**src/rtl/ctrl_pkg.sv**
```systemverilog
// Shared definitions for the multicycle MIPS-subset control FSM: state codes,
// opcodes and datapath mux select codes.
package ctrl_pkg;

  typedef enum logic [3:0] {
    S_RESET   = 4'd0,
    S_FETCH   = 4'd1,
    S_DECODE  = 4'd2,
    S_EXEC_R  = 4'd3,
    S_ALU_WB  = 4'd4,
    S_ADDR    = 4'd5,
    S_MEM_RD  = 4'd6,
    S_LOAD_WB = 4'd7,
    S_MEM_WR  = 4'd8,
    S_BRANCH  = 4'd9,
    S_JUMP    = 4'd10,
    S_ADDI_EX = 4'd11,
    S_ADDI_WB = 4'd12,
    S_EXC_OVF = 4'd13
  } ctrl_state_e;

  localparam logic [5:0] OP_RTYPE = 6'h00;
  localparam logic [5:0] OP_LW    = 6'h23;
  localparam logic [5:0] OP_SW    = 6'h2B;
  localparam logic [5:0] OP_BEQ   = 6'h04;
  localparam logic [5:0] OP_J     = 6'h02;
  localparam logic [5:0] OP_ADDI  = 6'h08;

  localparam logic [1:0] SRCB_REGB = 2'b00;
  localparam logic [1:0] SRCB_FOUR = 2'b01;
  localparam logic [1:0] SRCB_SEXT = 2'b10;
  localparam logic [1:0] SRCB_SHL2 = 2'b11;

  localparam logic [1:0] ALUOP_ADD   = 2'b00;
  localparam logic [1:0] ALUOP_SUB   = 2'b01;
  localparam logic [1:0] ALUOP_FUNCT = 2'b10;

  localparam logic [1:0] PCSRC_ALU    = 2'b00;
  localparam logic [1:0] PCSRC_ALUOUT = 2'b01;
  localparam logic [1:0] PCSRC_JUMP   = 2'b10;
  localparam logic [1:0] PCSRC_EXC    = 2'b11;

  // A counter must be at least one bit wide even when no wait cycles exist.
  function automatic int waitCntWidth(input int memWait);
    return (memWait < 1) ? 1 : $clog2(memWait + 1);
  endfunction

endpackage

```
**src/rtl/mem_wait_counter.sv**
```systemverilog
// Counts cycles spent in a memory state; done_o marks the final wait cycle
// of a MEM_WAIT+1 cycle access.
module mem_wait_counter
  import ctrl_pkg::*;
#(
  parameter int MEM_WAIT = 0
) (
  input  logic clk,
  input  logic reset,
  input  logic en_i,
  input  logic clr_i,
  output logic done_o
);

  localparam int CW = waitCntWidth(MEM_WAIT);
  localparam logic [CW-1:0] LAST = CW'(MEM_WAIT);

  logic [CW-1:0] cnt_q, cnt_d;

  // Saturates at LAST so a stalled memory state keeps reporting done.
  always_comb begin
    cnt_d = cnt_q;
    if (clr_i) begin
      cnt_d = '0;
    end else if (en_i && (cnt_q != LAST)) begin
      cnt_d = cnt_q + CW'(1);
    end
  end

  always_ff @(posedge clk) begin
    if (reset) begin
      cnt_q <= '0;
    end else begin
      cnt_q <= cnt_d;
    end
  end

  assign done_o = (cnt_q == LAST);

endmodule

```
**src/rtl/multicycle_ctrl.sv**
```systemverilog
// Main control FSM for the multicycle MIPS-subset datapath.
// Define CTRL_OVF_EXC_EN to trap arithmetic overflow into the EXC_OVF state.
module multicycle_ctrl
  import ctrl_pkg::*;
#(
  parameter int         MEM_WAIT       = 0,
  parameter logic [1:0] EXC_VECTOR_SEL = PCSRC_EXC
) (
  input  logic       clk,
  input  logic       reset,
  input  logic [5:0] opcode,
  input  logic [5:0] funct,
  input  logic       zero,
  input  logic       overflow,
  output logic       PCWrite,
  output logic       PCWriteCond,
  output logic       IorD,
  output logic       MemRead,
  output logic       MemWrite,
  output logic       IRWrite,
  output logic       MemtoReg,
  output logic       RegDst,
  output logic       RegWrite,
  output logic       ALUSrcA,
  output logic [1:0] ALUSrcB,
  output logic [1:0] ALUOp,
  output logic [1:0] PCSource,
  output logic       EPCWrite,
  output logic       illegal_op,
  output logic [3:0] state_dbg
);

  ctrl_state_e state_q, state_d;
  logic        memEn;
  logic        memClr;
  logic        memDone;

  // ALU decode from funct happens outside this block.
  logic unusedFunct;
  assign unusedFunct = ^funct;

`ifndef CTRL_OVF_EXC_EN
  logic       unusedOverflow;
  logic [1:0] unusedExcSel;
  assign unusedOverflow = overflow;
  assign unusedExcSel   = EXC_VECTOR_SEL;
`endif

  assign memEn  = (state_q == S_FETCH) || (state_q == S_MEM_RD) || (state_q == S_MEM_WR);
  assign memClr = (state_d != state_q);

  mem_wait_counter #(
    .MEM_WAIT(MEM_WAIT)
  ) u_wait (
    .clk   (clk),
    .reset (reset),
    .en_i  (memEn),
    .clr_i (memClr),
    .done_o(memDone)
  );

  always_ff @(posedge clk) begin
    if (reset) begin
      state_q <= S_RESET;
    end else begin
      state_q <= state_d;
    end
  end

  // Moore decode from state and wait counter; only illegal_op and the
  // zero-gated PCWrite in BRANCH look at live inputs.
  always_comb begin
    state_d     = state_q;
    PCWrite     = 1'b0;
    PCWriteCond = 1'b0;
    IorD        = 1'b0;
    MemRead     = 1'b0;
    MemWrite    = 1'b0;
    IRWrite     = 1'b0;
    MemtoReg    = 1'b0;
    RegDst      = 1'b0;
    RegWrite    = 1'b0;
    ALUSrcA     = 1'b0;
    ALUSrcB     = SRCB_REGB;
    ALUOp       = ALUOP_ADD;
    PCSource    = PCSRC_ALU;
    EPCWrite    = 1'b0;
    illegal_op  = 1'b0;

    case (state_q)
      S_RESET: state_d = S_FETCH;

      S_FETCH: begin
        MemRead  = 1'b1;
        ALUSrcB  = SRCB_FOUR;
        ALUOp    = ALUOP_ADD;
        PCSource = PCSRC_ALU;
        if (memDone) begin
          IRWrite = 1'b1;
          PCWrite = 1'b1;
          state_d = S_DECODE;
        end
      end

      S_DECODE: begin
        ALUSrcB = SRCB_SHL2;
        case (opcode)
          OP_RTYPE:     state_d = S_EXEC_R;
          OP_LW, OP_SW: state_d = S_ADDR;
          OP_BEQ:       state_d = S_BRANCH;
          OP_J:         state_d = S_JUMP;
          OP_ADDI:      state_d = S_ADDI_EX;
          default: begin
            state_d    = S_FETCH;
            illegal_op = 1'b1;
          end
        endcase
      end

      S_EXEC_R: begin
        ALUSrcA = 1'b1;
        ALUSrcB = SRCB_REGB;
        ALUOp   = ALUOP_FUNCT;
        state_d = S_ALU_WB;
`ifdef CTRL_OVF_EXC_EN
        if (overflow) state_d = S_EXC_OVF;
`endif
      end

      S_ALU_WB: begin
        RegDst   = 1'b1;
        RegWrite = 1'b1;
        state_d  = S_FETCH;
      end

      S_ADDR: begin
        ALUSrcA = 1'b1;
        ALUSrcB = SRCB_SEXT;
        case (opcode)
          OP_LW:   state_d = S_MEM_RD;
          OP_SW:   state_d = S_MEM_WR;
          default: state_d = S_FETCH;
        endcase
      end

      S_MEM_RD: begin
        IorD    = 1'b1;
        MemRead = 1'b1;
        if (memDone) state_d = S_LOAD_WB;
      end

      S_LOAD_WB: begin
        MemtoReg = 1'b1;
        RegWrite = 1'b1;
        state_d  = S_FETCH;
      end

      S_MEM_WR: begin
        IorD     = 1'b1;
        MemWrite = 1'b1;
        if (memDone) state_d = S_FETCH;
      end

      S_BRANCH: begin
        ALUSrcA     = 1'b1;
        ALUSrcB     = SRCB_REGB;
        ALUOp       = ALUOP_SUB;
        PCWriteCond = 1'b1;
        PCWrite     = zero;
        PCSource    = PCSRC_ALUOUT;
        state_d     = S_FETCH;
      end

      S_JUMP: begin
        PCWrite  = 1'b1;
        PCSource = PCSRC_JUMP;
        state_d  = S_FETCH;
      end

      S_ADDI_EX: begin
        ALUSrcA = 1'b1;
        ALUSrcB = SRCB_SEXT;
        state_d = S_ADDI_WB;
`ifdef CTRL_OVF_EXC_EN
        if (overflow) state_d = S_EXC_OVF;
`endif
      end

      S_ADDI_WB: begin
        RegWrite = 1'b1;
        state_d  = S_FETCH;
      end

`ifdef CTRL_OVF_EXC_EN
      S_EXC_OVF: begin
        EPCWrite = 1'b1;
        PCWrite  = 1'b1;
        PCSource = EXC_VECTOR_SEL;
        state_d  = S_FETCH;
      end
`endif

      default: state_d = S_FETCH;
    endcase
  end

  assign state_dbg = state_q;

endmodule
```
**config.mk**
```make
export PLATFORM = sky130hd
export DESIGN_NAME = multicycle_ctrl
export DESIGN_NICKNAME = d
export VERILOG_FILES = /design/src/rtl/ctrl_pkg.sv /design/src/rtl/mem_wait_counter.sv /design/src/rtl/multicycle_ctrl.sv
export SDC_FILE = /design/constraint.sdc
export NUM_CORES = 1
export LEC_CHECK = 0
export CAP_MARGIN = 20
export CELL_PAD_IN_SITES_DETAIL_PLACEMENT = 1
export CELL_PAD_IN_SITES_GLOBAL_PLACEMENT = 2
export CORE_UTILIZATION = 18
export DETAILED_ROUTE_END_ITERATION = 7
export PLACE_DENSITY_LB_ADDON = 0.1
export SKIP_CTS_REPAIR_TIMING = 1
export SYNTH_ARGS = -nofsm -noshare
export SYNTH_HDL_FRONTEND = slang
export SYNTH_SLANG_ARGS = --single-unit
export TNS_END_PERCENT = 5
```
**constraint.sdc**
```tcl
create_clock -name clk -period 2.3 [get_ports clk]
set_input_delay 0.345 -clock clk [delete_from_list [all_inputs] [get_ports clk]]
set_output_delay 0.345 -clock clk [all_outputs]
set_load 0.05 [all_outputs]
```
======== Word-level counts from Yosys, hierarchy flattened ========
Cells that the tools add are included.
word-level totals
  flip-flop bits (word level) ............. 5
  input port bits ......................... 16
  output and inout port bits .............. 22
  word-level logic and storage cells ...... 55
cells by class
  add/sub/neg operators ................... 1
  eq/ne operators ......................... 18
  mux-type cells .......................... 22
  reduce and logical (&&, ||, !) cells .... 12
operators with widths
  kind                                                 number
  one-hot mux 4 bit (7 select lines)                   1
  equality test 4 bit, second input constant           5
  one-hot mux 4 bit (5 select lines)                   1
  equality test 4 x 3 -> 1 bit, second input constant  4
  equality test 6 bit, second input constant           2
  2-to-1 mux 1 bit                                     12
  2-to-1 mux 4 bit                                     3
  OR reduction 2 bit                                   5
  equality test 4 x 2 -> 1 bit, second input constant  2
  one-hot mux 2 bit (2 select lines)                   2
  one-hot mux 4 bit (2 select lines)                   1
  equality test 6 x 2 -> 1 bit, second input constant  1
  equality test 6 x 3 -> 1 bit, second input constant  1
  equality test 6 x 4 -> 1 bit, second input constant  1
  logical NOT 6 bit                                    1
  one-hot mux 2 bit (3 select lines)                   1
  OR reduction 6 bit                                   1
  equality test 4 x 1 -> 1 bit, second input constant  1
  != test 4 bit                                        1
  OR reduction 4 bit                                   1
  one-hot mux 1 bit (3 select lines)                   1
  OR reduction 3 bit                                   1
  logical OR 1 bit                                     2
  adder 1 bit, second input constant                   1
  logical AND 1 bit                                    1

======== Longest topological paths before layout ========
Gate-level depths: netlist of run 1.
  depth after elaboration ................. 6
  depth in mapped cells ................... 5
  mapped depth without buffers ............ 4

======== By module ========
From an unflattened synthesis of run 1, not the netlist that was laid out.
second synthesis, totals
  cell total of the unflattened synthesis .. 106
  area, all modules ....................... 709.4 um^2
by module, submodules not included
  module            times used  cells an instance  area each (um^2)  seq. area each (um^2)
  multicycle_ctrl   1           103                670.6             80.1
  mem_wait_counter  1           3                  38.8              20.0

======== Worst setup path after synthesis of run 1 ========
Ideal clock, no wire load.
  kind .................................... register to output
  start ................................... register state_q[3], in the netlist state_dbg[3]
  end ..................................... output port illegal_op
  arrival ................................. 3464 ps
  slack ................................... -1509 ps
  stages on the path, launching flop included .. 4
  path buffers ............................ 1
  cells stage by stage .................... dfxtp_1 buf_2 or2_1 a2111oi_0
between the ends
  cells in the longest elaborated chain, start to end .. 2
RTL lines
  what                          RTL line               RTL
  from (decl)                   multicycle_ctrl.sv:33  ctrl_state_e state_q, state_d;
  from (signal assigned)        multicycle_ctrl.sv:66  state_q <= state_d;
  equality test 4 x 2 -> 1 bit  multicycle_ctrl.sv:90  case (state_q)
  2-to-1 mux 1 bit              multicycle_ctrl.sv:90
  to (decl)                     multicycle_ctrl.sv:29  output logic illegal_op,
Every way passes these cells.

======== Worst setup path in the final report of run 1 ========
  start ................................... input port opcode[1]
  end ..................................... output port illegal_op
between the ends
  cells in the longest elaborated chain, start to end .. 4
  elaborated cells on any way between the ends .. 9
RTL lines
  what                                               RTL line                RTL
  from (decl)                                        multicycle_ctrl.sv:11   input logic [5:0] opcode,
  equality test 6 bit, or another cell as far along  multicycle_ctrl.sv:107  case (opcode)
  OR reduction 6 bit (no line) (*)                   n/a
  2-to-1 mux 1 bit (*)                               multicycle_ctrl.sv:107
  2-to-1 mux 1 bit (*)                               multicycle_ctrl.sv:90
Mark *: on every way between the ends. The rest lies on a longest branch, timed or not.

==> summary.txt, run 1 <==
Floorplanning
  – Initial Util: 0.193
  – Die Y: 59.4 um
  – Area of the core: 3080 um2
  – Row cnt: 20
  – Die Wd: 59.4 um
  – DIE AREA: about 3500 um2
  – IO Count: 38

STA
  – Post-route clock skew: 0.00131 ns
  – Final hold vios: 0
  – Setup_tns: 0 ns
  – Final Setup Violations: 0
  – Fin crit share: 0.947
  – F_max: 459 MHz
  – RSZ-0062 raised after global routing: no
  – Final hold slack: 0.652 ns
  – Tmin final: ~2.2 ns
  – Max-slew violations: 0

Global route
  – Largest net degree at the start of global routing: 13
  – Met1 usage: 0.190
  – Overflow after GRT: 0
  – GR Util met3: 0.0218
  – First-pass GRT wire length: 3640 um
  – Met2 usage: 0.220
  – All-layer global routing usage: 0.139
  – Gr busiest metal: met2
  – Vias in the first global route: 712
  – Antenna violations before repair: 0

Power and ir drop
  – Leakage: 0.446 nW
  – VDD IR max: 139 uV
  – Pwr Total: about 400 uW
  – Pwr dens: 356 nW/um2

Route
  – Total wire length: between 2000 and 2500 um
  – Vias per cell: around 4.6
  – Drt initial violations: 19
  – Wire per inst: around 14 um
  – TritonRoute pass-1 iters: 4
  – Via Count: 766
  – Final ANT Viol Nets: 0
  – DR DRC count: 0

CTS
  – Root Buffer: clkbuf_4
  – Clock latency on the worst-skew pair: 0.24 ns
  – Clk buf depth: 2
  – Worst-path clk slew: about 0.04 ns
  – # H-tree levels: 1
  – CTS Sinks: 5
  – CTS tree: built
  – TritonCTS Buffers: 3

Synthesis
  – Register area share after synthesis: 0.169
  – Syn avg cell area: 6.90 um2
  – Yosys reg bits: 5
  – Yosys Warn Count: 0
  – Post-synth EDFFs: 0
  – Synth Flop Type: dfxtp_1
  – Synth unique cells: 39
  – Asr flop ratio synth: 0
  – Post-Syn Area: between 500 and 600 um2
  – Synth Instances: 86

Critical path
  – R2r worst-path depth: 5
  – Crit end category: output port
  – R2R setup slack: 0.66 ns
  – Crit path from: opcode[1]
  – CP Max Fanout: 5
  – RR Endpoint: state_dbg[1]
  – CP endpoint: illegal_op
  – Startpoint Class: input port
  – Reg2reg start: state_dbg[0]
  – WP data arrival: roughly 1.8 ns
  – Setup CP Type: in2out
  – Data required, critical path: approximately 2.0 ns

Outcome
  – Status: finished clean

Place
  – Port Buffers: 29
  – DP Wirelength: 1790 um
  – RD Place Congestion: 0.717
  – Placed cell count: 162

Finish
  – Nets: 139
  – Synth-to-Final Area Change: 90.5%
  – Ratio of cells with drive above 1 in the final layout: 0.328
  – ANT cells: 0
  – Final cell count without fillers: 166

Min path
  – Worst min-delay path class: reg2reg

Flow run
  – Max cap viols: 0
==> worst min-delay path by stage <==
stage,from,slack (ns),to,depth (start not counted)
2_1_floorplan,reset,0.41,state_dbg[3],1
3_3_place_gp,u_wait.cnt_q,0.64,state_dbg[0],3
3_5_place_dp,u_wait.cnt_q,0.64,state_dbg[3],3
4_1_cts,u_wait.cnt_q,0.66,state_dbg[3],3
5_1_grt,u_wait.cnt_q,0.69,state_dbg[0],3
6_report,u_wait.cnt_q,0.65,state_dbg[0],3
==> synthesized netlist by cell type, types with 2 or more instances <==
cell | instances | area, um2
nor2_1 | 15 | 56.3
a21oi_1 | 6 | 30.0
dfxtp_1 | 5 | 100
nand2_1 | 5 | 18.8
nand2b_1 | 5 | 31.3
nor3_1 | 5 | 25.0
buf_2 | 4 | 20.0
o21ai_0 | 4 | 20.0
buf_4 | 3 | 22.5
nor2b_1 | 2 | 12.5
nor3b_2 | 2 | 25.0
o2bb2ai_1 | 2 | 17.5
o311ai_1 | 2 | 17.5
==> worst max-delay path, cell delays in order <==
cell and delay, ns:
clkdlybuf4s50_1 0.58, a21oi_1 0.07, o2bb2ai_1 0.17, a2111oi_2 0.47, buf_12 0.19
==> power by group <==
group / total (mW) / internal, mW / switching, mW
Combinational: 0.199 / 0.0892 / 0.110
Sequential: 0.102 / 0.0912 / 0.0111
Clock: 0.101 / 0.0656 / 0.0355
Total: 0.403 / 0.246 / 0.157
==> per-stage QoR <==
stage	area (um2)	setup slack (ns)	util
finish	1130	0.122	0.367
global route	1130	0.0445	0.367
CTS	1130	0.111	0.367
detailed placement	1100	0.128	0.359
global placement	1100	0.110	0.359
floorplan	619	-0.155	-
==> logic make-up (layout without fill, tap and decap cells) <==
kind of cell | count (synthesis) | after routing | synth area share
buffers and inverters | 10 | 45 | 0.0928
AND/OR/NAND/NOR | 42 | 42 | 0.405
flip-flops | 5 | 5 | 0.169
other | 1 | 2 | 0.00632
AO/OA/AOI/OAI | 26 | 26 | 0.298
XOR/XNOR | 2 | 2 | 0.0295
==> cell usage in the layout (no fill, tap or decap), types with 2 or more instances in the layout <==
cell and count:
nand2b_1 5, clkdlybuf4s50_1 12, clkbuf_4 3, nor2_1 13, nor2_2 2, dfxtp_1 5
nor2b_1 2, nor3b_2 2, o21ai_0 4, buf_4 16, o2bb2ai_1 2, buf_12 12
a21oi_1 6, o311ai_1 2, conb_1 2, nor3_1 4, nand2_1 5
==> registers in the layout, indices dropped and copies added (netlist names) <==
name,cells
u_wait.cnt_q,1
state_dbg,4
==> cell type report <==
type | instances | area, um2
Sequential cell | 5 | 100
Clock buffer | 4 | 26.3
Inverter | 1 | 3.75
Multi-Input combinational cell | 72 | 464
Fill cell | 380 | 1950
Tap cell | 44 | 55.1
Timing Repair Buffer | 40 | 480
==> routing by layer <==
metal,vias up,share of wire
met3,2,0.034
met1,367,0.48
met2,16,0.48
met5,-,0
met4,0,0.0074
li1,381,-
(Power assumes the default switching activity.)
==> run 2, diff against run 1 <==
- CORE_UTILIZATION: 18 -> 20
- GPL_ROUTABILITY_DRIVEN: unset -> 0
- SYNTH_HIERARCHICAL: unset -> 1
==> run 2 against run 1 <==
- largest cell class unchanged
- worst hold slack got worse by 0.16 ns
- core utilization increased by 2.2 points
- sequential power barely moved
- worst setup slack got worse by 0.012 ns
- combinational power up 63%
- critical path depth is 1 higher
- design area increased by 16%
- die area increased by 7.4%
- sequential cell count unchanged
- non-clock buffer count increased by 8
==> summary.txt, run 2 <==
Global route
  – Antenna violations before repair: 0
  – Vias in the first global route: ~910
  – All-layer global routing usage: 0.153
  – Overflow after GRT: 0
  – Largest net degree at the start of global routing: 14
  – First-pass GRT wire length: 4330 um

Finish
  – Post-route design area: approximately 1300 um2
  – Register area: 101 um2
  – Commonest non-fill, non-tap cell in the layout: buf_4
  – Synth-to-Final Area Change: 84.7%
  – Most frequent cells in the layout: buf_4, nor2_1, buf_12, clkdlybuf4s50_1, a21oi_1
  – Fill cell count: between 400 and 500
  – ANT cells: 0
  – Final core utilization: 0.390
  – Max reg flops: 4
  – Ratio of cells with drive above 1 in the final layout: 0.345
  – Nets: 165
  – Final cell count without fillers: 194
  – Multi-input logic area: approximately 550 um2

STA
  – Final hold slack: 0.493 ns
  – F_max: 457 MHz
  – Post-route clock skew: ~0.0023 ns
  – Setup_tns: 0 ns
  – RSZ-0062 raised after global routing: no
  – Final hold vios: 0
  – Slew margin rel.: 0.643
  – Final Setup Violations: 0
  – Max-slew violations: 0
  – Worst setup margin: 0.110 ns
  – Fin crit share: 0.952
  – Worst-margin pin slew: 0.535 ns
  – Tmin final: 2.19 ns

Synthesis
  – Post-synth EDFFs: 0
  – Largest cells by area after synthesis: dfxtp_1, nor2_1, a21oi_1
  – Synth Flop Type: dfxtp_1
  – Syn avg cell area: around 6.7 um2
  – Post-Syn Area: 709 um2
  – Synth Instances: 106
  – Yosys top cell area share: 0.141
  – Post-Syn Nets: about 120
  – Asr flop ratio synth: 0
  – Yosys reg bits: 5
  – Synth unique cells: 40
  – Yosys Warn Count: 6
  – Register area share after synthesis: 0.141
  – Most frequent cell after synthesis: nor2_1
  – Yosys top cell by area: dfxtp_1
  – Commonest cells post-synth: nor2_1, a21oi_1, o21ai_0, nand3_1

Floorplanning
  – DIE AREA: 3790 um2
  – IO Count: 38
  – Die Y: 61.6 um
  – Row cnt: 21
  – Die Wd: 61.6 um
  – Area of the core: 3360 um2
  – Initial Util: 0.211

CTS
  – TritonCTS Buffers: 3
  – Clk buf depth: 2
  – CTS Sinks: 5
  – Root Buffer: clkbuf_4
  – Clock latency on the worst-skew pair: ~0.24 ns
  – Worst-path clk slew: 0.04 ns
  – CTS tree: built
  – # H-tree levels: 1

Place
  – DP Wirelength: 2120 um
  – Placed cell count: 190
  – Place WS: -0.0754 ns
  – Port Buffers: 29
  – Area after DPL: 1280 um2

Critical path
  – RR Endpoint: u_wait/cnt_q
  – Setup CP Type: reg2out
  – Crit-path slowest cell: dfxtp_1
  – CP Max Fanout: 13
  – Crit path largest cell delay: 0.47 ns
  – R2R setup slack: 0.21 ns
  – CP endpoint: PCWrite
  – WP buf/inv: 2
  – Delay-heaviest family, CP: simple AND/OR/NAND/NOR gates
  – Critical path cell sequence: nand2b_1, buf_4, nor2_2, a21oi_1, nand2_1, buf_12
  – R2r worst-path depth: 6
  – Crit path from: state_dbg[2]
  – Data required, critical path: 1.96 ns
  – Startpoint Class: flip-flop
  – Crit end category: output port
  – Reg2reg start: state_dbg[2]
  – WP data arrival: 1.84 ns
  – Critical path depth: 6

Route
  – Drt initial violations: 8
  – Final ANT Viol Nets: 0
  – Wire per inst: approximately 13 um
  – TritonRoute pass-1 iters: 4
  – Via Count: a little over 900
  – Vias per cell: ~4.8
  – Total wire length: 2530 um
  – DR DRC count: 0

Power and ir drop
  – VDD IR max: approximately 320 uV
  – Leakage: around 0.51 nW
  – Pwr Total: between 500 and 600 uW
  – Pwr dens: 402 nW/um2

Outcome
  – Status: finished clean

Min path
  – Worst min-delay path class: reg2reg
  – Hold path depth: 1

Flow run
  – Max cap viols: 0
run 2: cell types whose count changed in the layout (fill, tap and decap cells not counted), sizes merged, moves of 3 or more:
cell / previous run / this run
nor4b: 0 / 3
inv: 1 / 4
nand3: 1 / 6
buf: 28 / 38
run 2: logic make-up (layout without fill, tap and decap cells):
group                     after synthesis  after routing  share of synthesized area
and+or+nand+nor                        52             52                      0.436
muxes                                   2              2                     0.0282
AOI/OAI and AO/OA                      28             28                      0.243
buffers and inverters                  15             57                      0.109
xor gates and xnor gates                3              3                     0.0370
other                                   1              1                    0.00529
DFF                                     5              5                      0.141
run 2: area by class of cell:
type	instances	share of cell area
repair buffers	48	0.428
multi-input cells	86	0.416
flip-flops and latches	5	0.0774
well taps	46	0.0439
clock buffers	4	0.0201
inverters	5	0.0143
run 2: worst min-delay path by stage:
stage / from / end / slack [ns]
finish: u_wait/cnt_q / u_wait/cnt_q / 0.49
global route: u_wait/cnt_q / u_wait/cnt_q / 0.50
CTS: u_wait/cnt_q / u_wait/cnt_q / 0.50
detailed placement: u_wait/cnt_q / u_wait/cnt_q / 0.49
global placement: u_wait/cnt_q / u_wait/cnt_q / 0.49
floorplan: reset / state_dbg[2] / 0.41
run 2: power by group:
part	internal [mW]	switching, mW	leakage (nW)
logic	0.143	0.182	0.451
clock network	0.0654	0.0324	0.0150
registers	0.0919	0.0114	0.0413
total	0.300	0.226	0.508
run 2: metal layers:
metal	share of wire	vias up	track usage
li1	-	460	-
met1	0.48	444	0.218
met2	0.48	18	0.253
met3	0.034	0	0.0315
met4	0	0	0
met5	0	-	0
run 2: worst reg2reg max path, cell delays in order, from the launching register on:
cell	delay [ns]
dfxtp_1	0.65
nand2b_4	0.09
nor4_2	0.25
nor3_1	0.13
or3_1	0.33
a211o_1	0.31
nor4b_2	0.25
==> run 3, diff against run 2 <==
- PLACE_DENSITY: unset -> 0.79
- PLACE_DENSITY_LB_ADDON: 0.1 -> unset
==> run 3 against run 2 <==
- register-to-register slack worse by 0.02 ns
- largest power group unchanged
- sequential cell count stayed put
- count of clock-buffer cells in the layout stayed put
- sequential share of layout area is 0.18 points higher
- first-iteration DRC count grew to 5.5 times the previous value
- total power is 0.25% lower
- clock power hardly changed
- worst hold slack better by 0.0039 ns
- design area is 3.5% lower
- via count is 1.3% lower
- sequential power hardly changed
==> summary.txt, run 3 (synthesis results as in run 2) <==
CTS
  – CTS Sinks: 5
  – Clk buf depth: 2
  – # H-tree levels: 1
  – Root Buffer: clkbuf_4
  – CTS tree: built
  – TritonCTS Buffers: 3
  – Clock latency on the worst-skew pair: 0.24 ns
  – Worst-path clk slew: 0.04 ns

Finish
  – Most frequent cells in the layout: buf_4, nor2_1, buf_12, clkdlybuf4s50_1, a21oi_1
  – Nets: 162
  – Register area: approximately 100 um2
  – Commonest non-fill, non-tap cell in the layout: buf_4
  – ANT cells: 0
  – Synth-to-Final Area Change: 78.1%
  – Final cell count without fillers: 191
  – Max reg flops: 4
  – Multi-input logic area: 546 um2
  – Fill cell count: 435
  – Ratio of cells with drive above 1 in the final layout: 0.317

Power and ir drop
  – Pwr dens: slightly above 400 nW/um2
  – Pwr Total: 525 uW
  – Leakage: 0.485 nW
  – VDD IR max: approximately 92 uV

STA
  – Slew margin rel.: 0.665
  – Worst-margin pin slew: 0.501 ns
  – Setup_tns: 0 ns
  – Worst setup margin: 0.168 ns
  – Max-slew violations: 0
  – Final hold vios: 0
  – Final Setup Violations: 0
  – Post-route clock skew: approximately 0.0016 ns
  – Fin crit share: 0.927
  – Tmin final: 2.13 ns
  – RSZ-0062 raised after global routing: no
  – F_max: 469 MHz

Route
  – Via Count: roughly 900
  – DR DRC count: 0
  – Vias per cell: between 4 and 5
  – TritonRoute pass-1 iters: 4
  – Wire per inst: 13.4 um
  – Total wire length: 2550 um
  – Final ANT Viol Nets: 0
  – Drt initial violations: 44

Global route
  – Vias in the first global route: 896
  – Largest net degree at the start of global routing: 17
  – All-layer global routing usage: 0.145
  – First-pass GRT wire length: 4140 um
  – Overflow after GRT: 0
  – Antenna violations before repair: 0

Critical path
  – CP Max Fanout: 9
  – Startpoint Class: flip-flop
  – Data required, critical path: 1.96 ns
  – Crit end category: output port
  – Setup CP Type: reg2out
  – WP data arrival: 1.79 ns
  – R2R setup slack: 0.19 ns

Floorplanning
  – Die Y: 61.6 um
  – Initial Util: 0.211
  – Area of the core: 3360 um2
  – DIE AREA: 3790 um2
  – Die Wd: 61.6 um
  – IO Count: 38
  – Row cnt: 21

Place
  – Place WS: -0.0526 ns
  – DP Wirelength: 2090 um
  – Placed cell count: 187
  – Port Buffers: 29

Flow run
  – Max cap viols: 0

Outcome
  – Status: finished clean

Min path
  – Worst min-delay path class: reg2reg
==> run 3: cell types whose count changed in the layout (fill, tap and decap cells not counted) <==
cell             delta
buf_12              -2
buf_4               -2
clkdlybuf4s50_1     +1
dfxtp_1             +1
dfxtp_2             -1
==> run 3: path summary, 6_finish.rpt <==
check	depth (start not counted)	endpoint	startpoint
worst min register to register	1	u_wait/cnt_q	u_wait/cnt_q
worst min-delay path	1	u_wait/cnt_q	u_wait/cnt_q
worst max-delay path	5	ALUSrcB[1]	state_dbg[0]
worst max register to register	7	u_wait/cnt_q	state_dbg[3]
==> run 3: critical path, stage by stage (launching register included) <==
cell and delay (ns):
dfxtp_1 0.50, buf_4 0.23, buf_4 0.17, nand2b_1 0.14, o22ai_1 0.32, buf_12 0.18
==> run 3: per-layer routing <==
metal | up-vias | wire, um | track usage | share of wire
met2 | 24 | 1300 | 0.269 | 0.51
met4 | 0 | 0 | 0.0286 | 0
met1 | 433 | 1170 | 0.186 | 0.46
met5 | - | 0 | 0 | 0
li1 | 453 | - | - | -
met3 | 0 | 78 | 0.00630 | 0.031
==> run 3: layout make-up <==
type / instances / share of cell area
repair buffers: 45 / 0.408
well taps: 46 / 0.0455
inverters: 5 / 0.0149
flip-flops and latches: 5 / 0.0792
multi-input cells: 86 / 0.432
clock buffers: 4 / 0.0208
==> run 3: power breakdown <==
group / total, mW / internal, mW / switching (mW) / leakage [nW]
Clock: 0.101 / 0.0656 / 0.0359 / 0.0150
Sequential: 0.104 / 0.0918 / 0.0123 / 0.0408
Combinational: 0.320 / 0.138 / 0.182 / 0.429
==> run 3: through the flow <==
stage	cell area [um2]	util	hold slack [ns]
after global placement	1240	0.368	0.483
after detailed placement	1240	0.368	0.490
after CTS	1260	0.376	0.497
after floorplan	723	-	0.414
after global routing	1260	0.376	0.512
final	1260	0.376	0.497
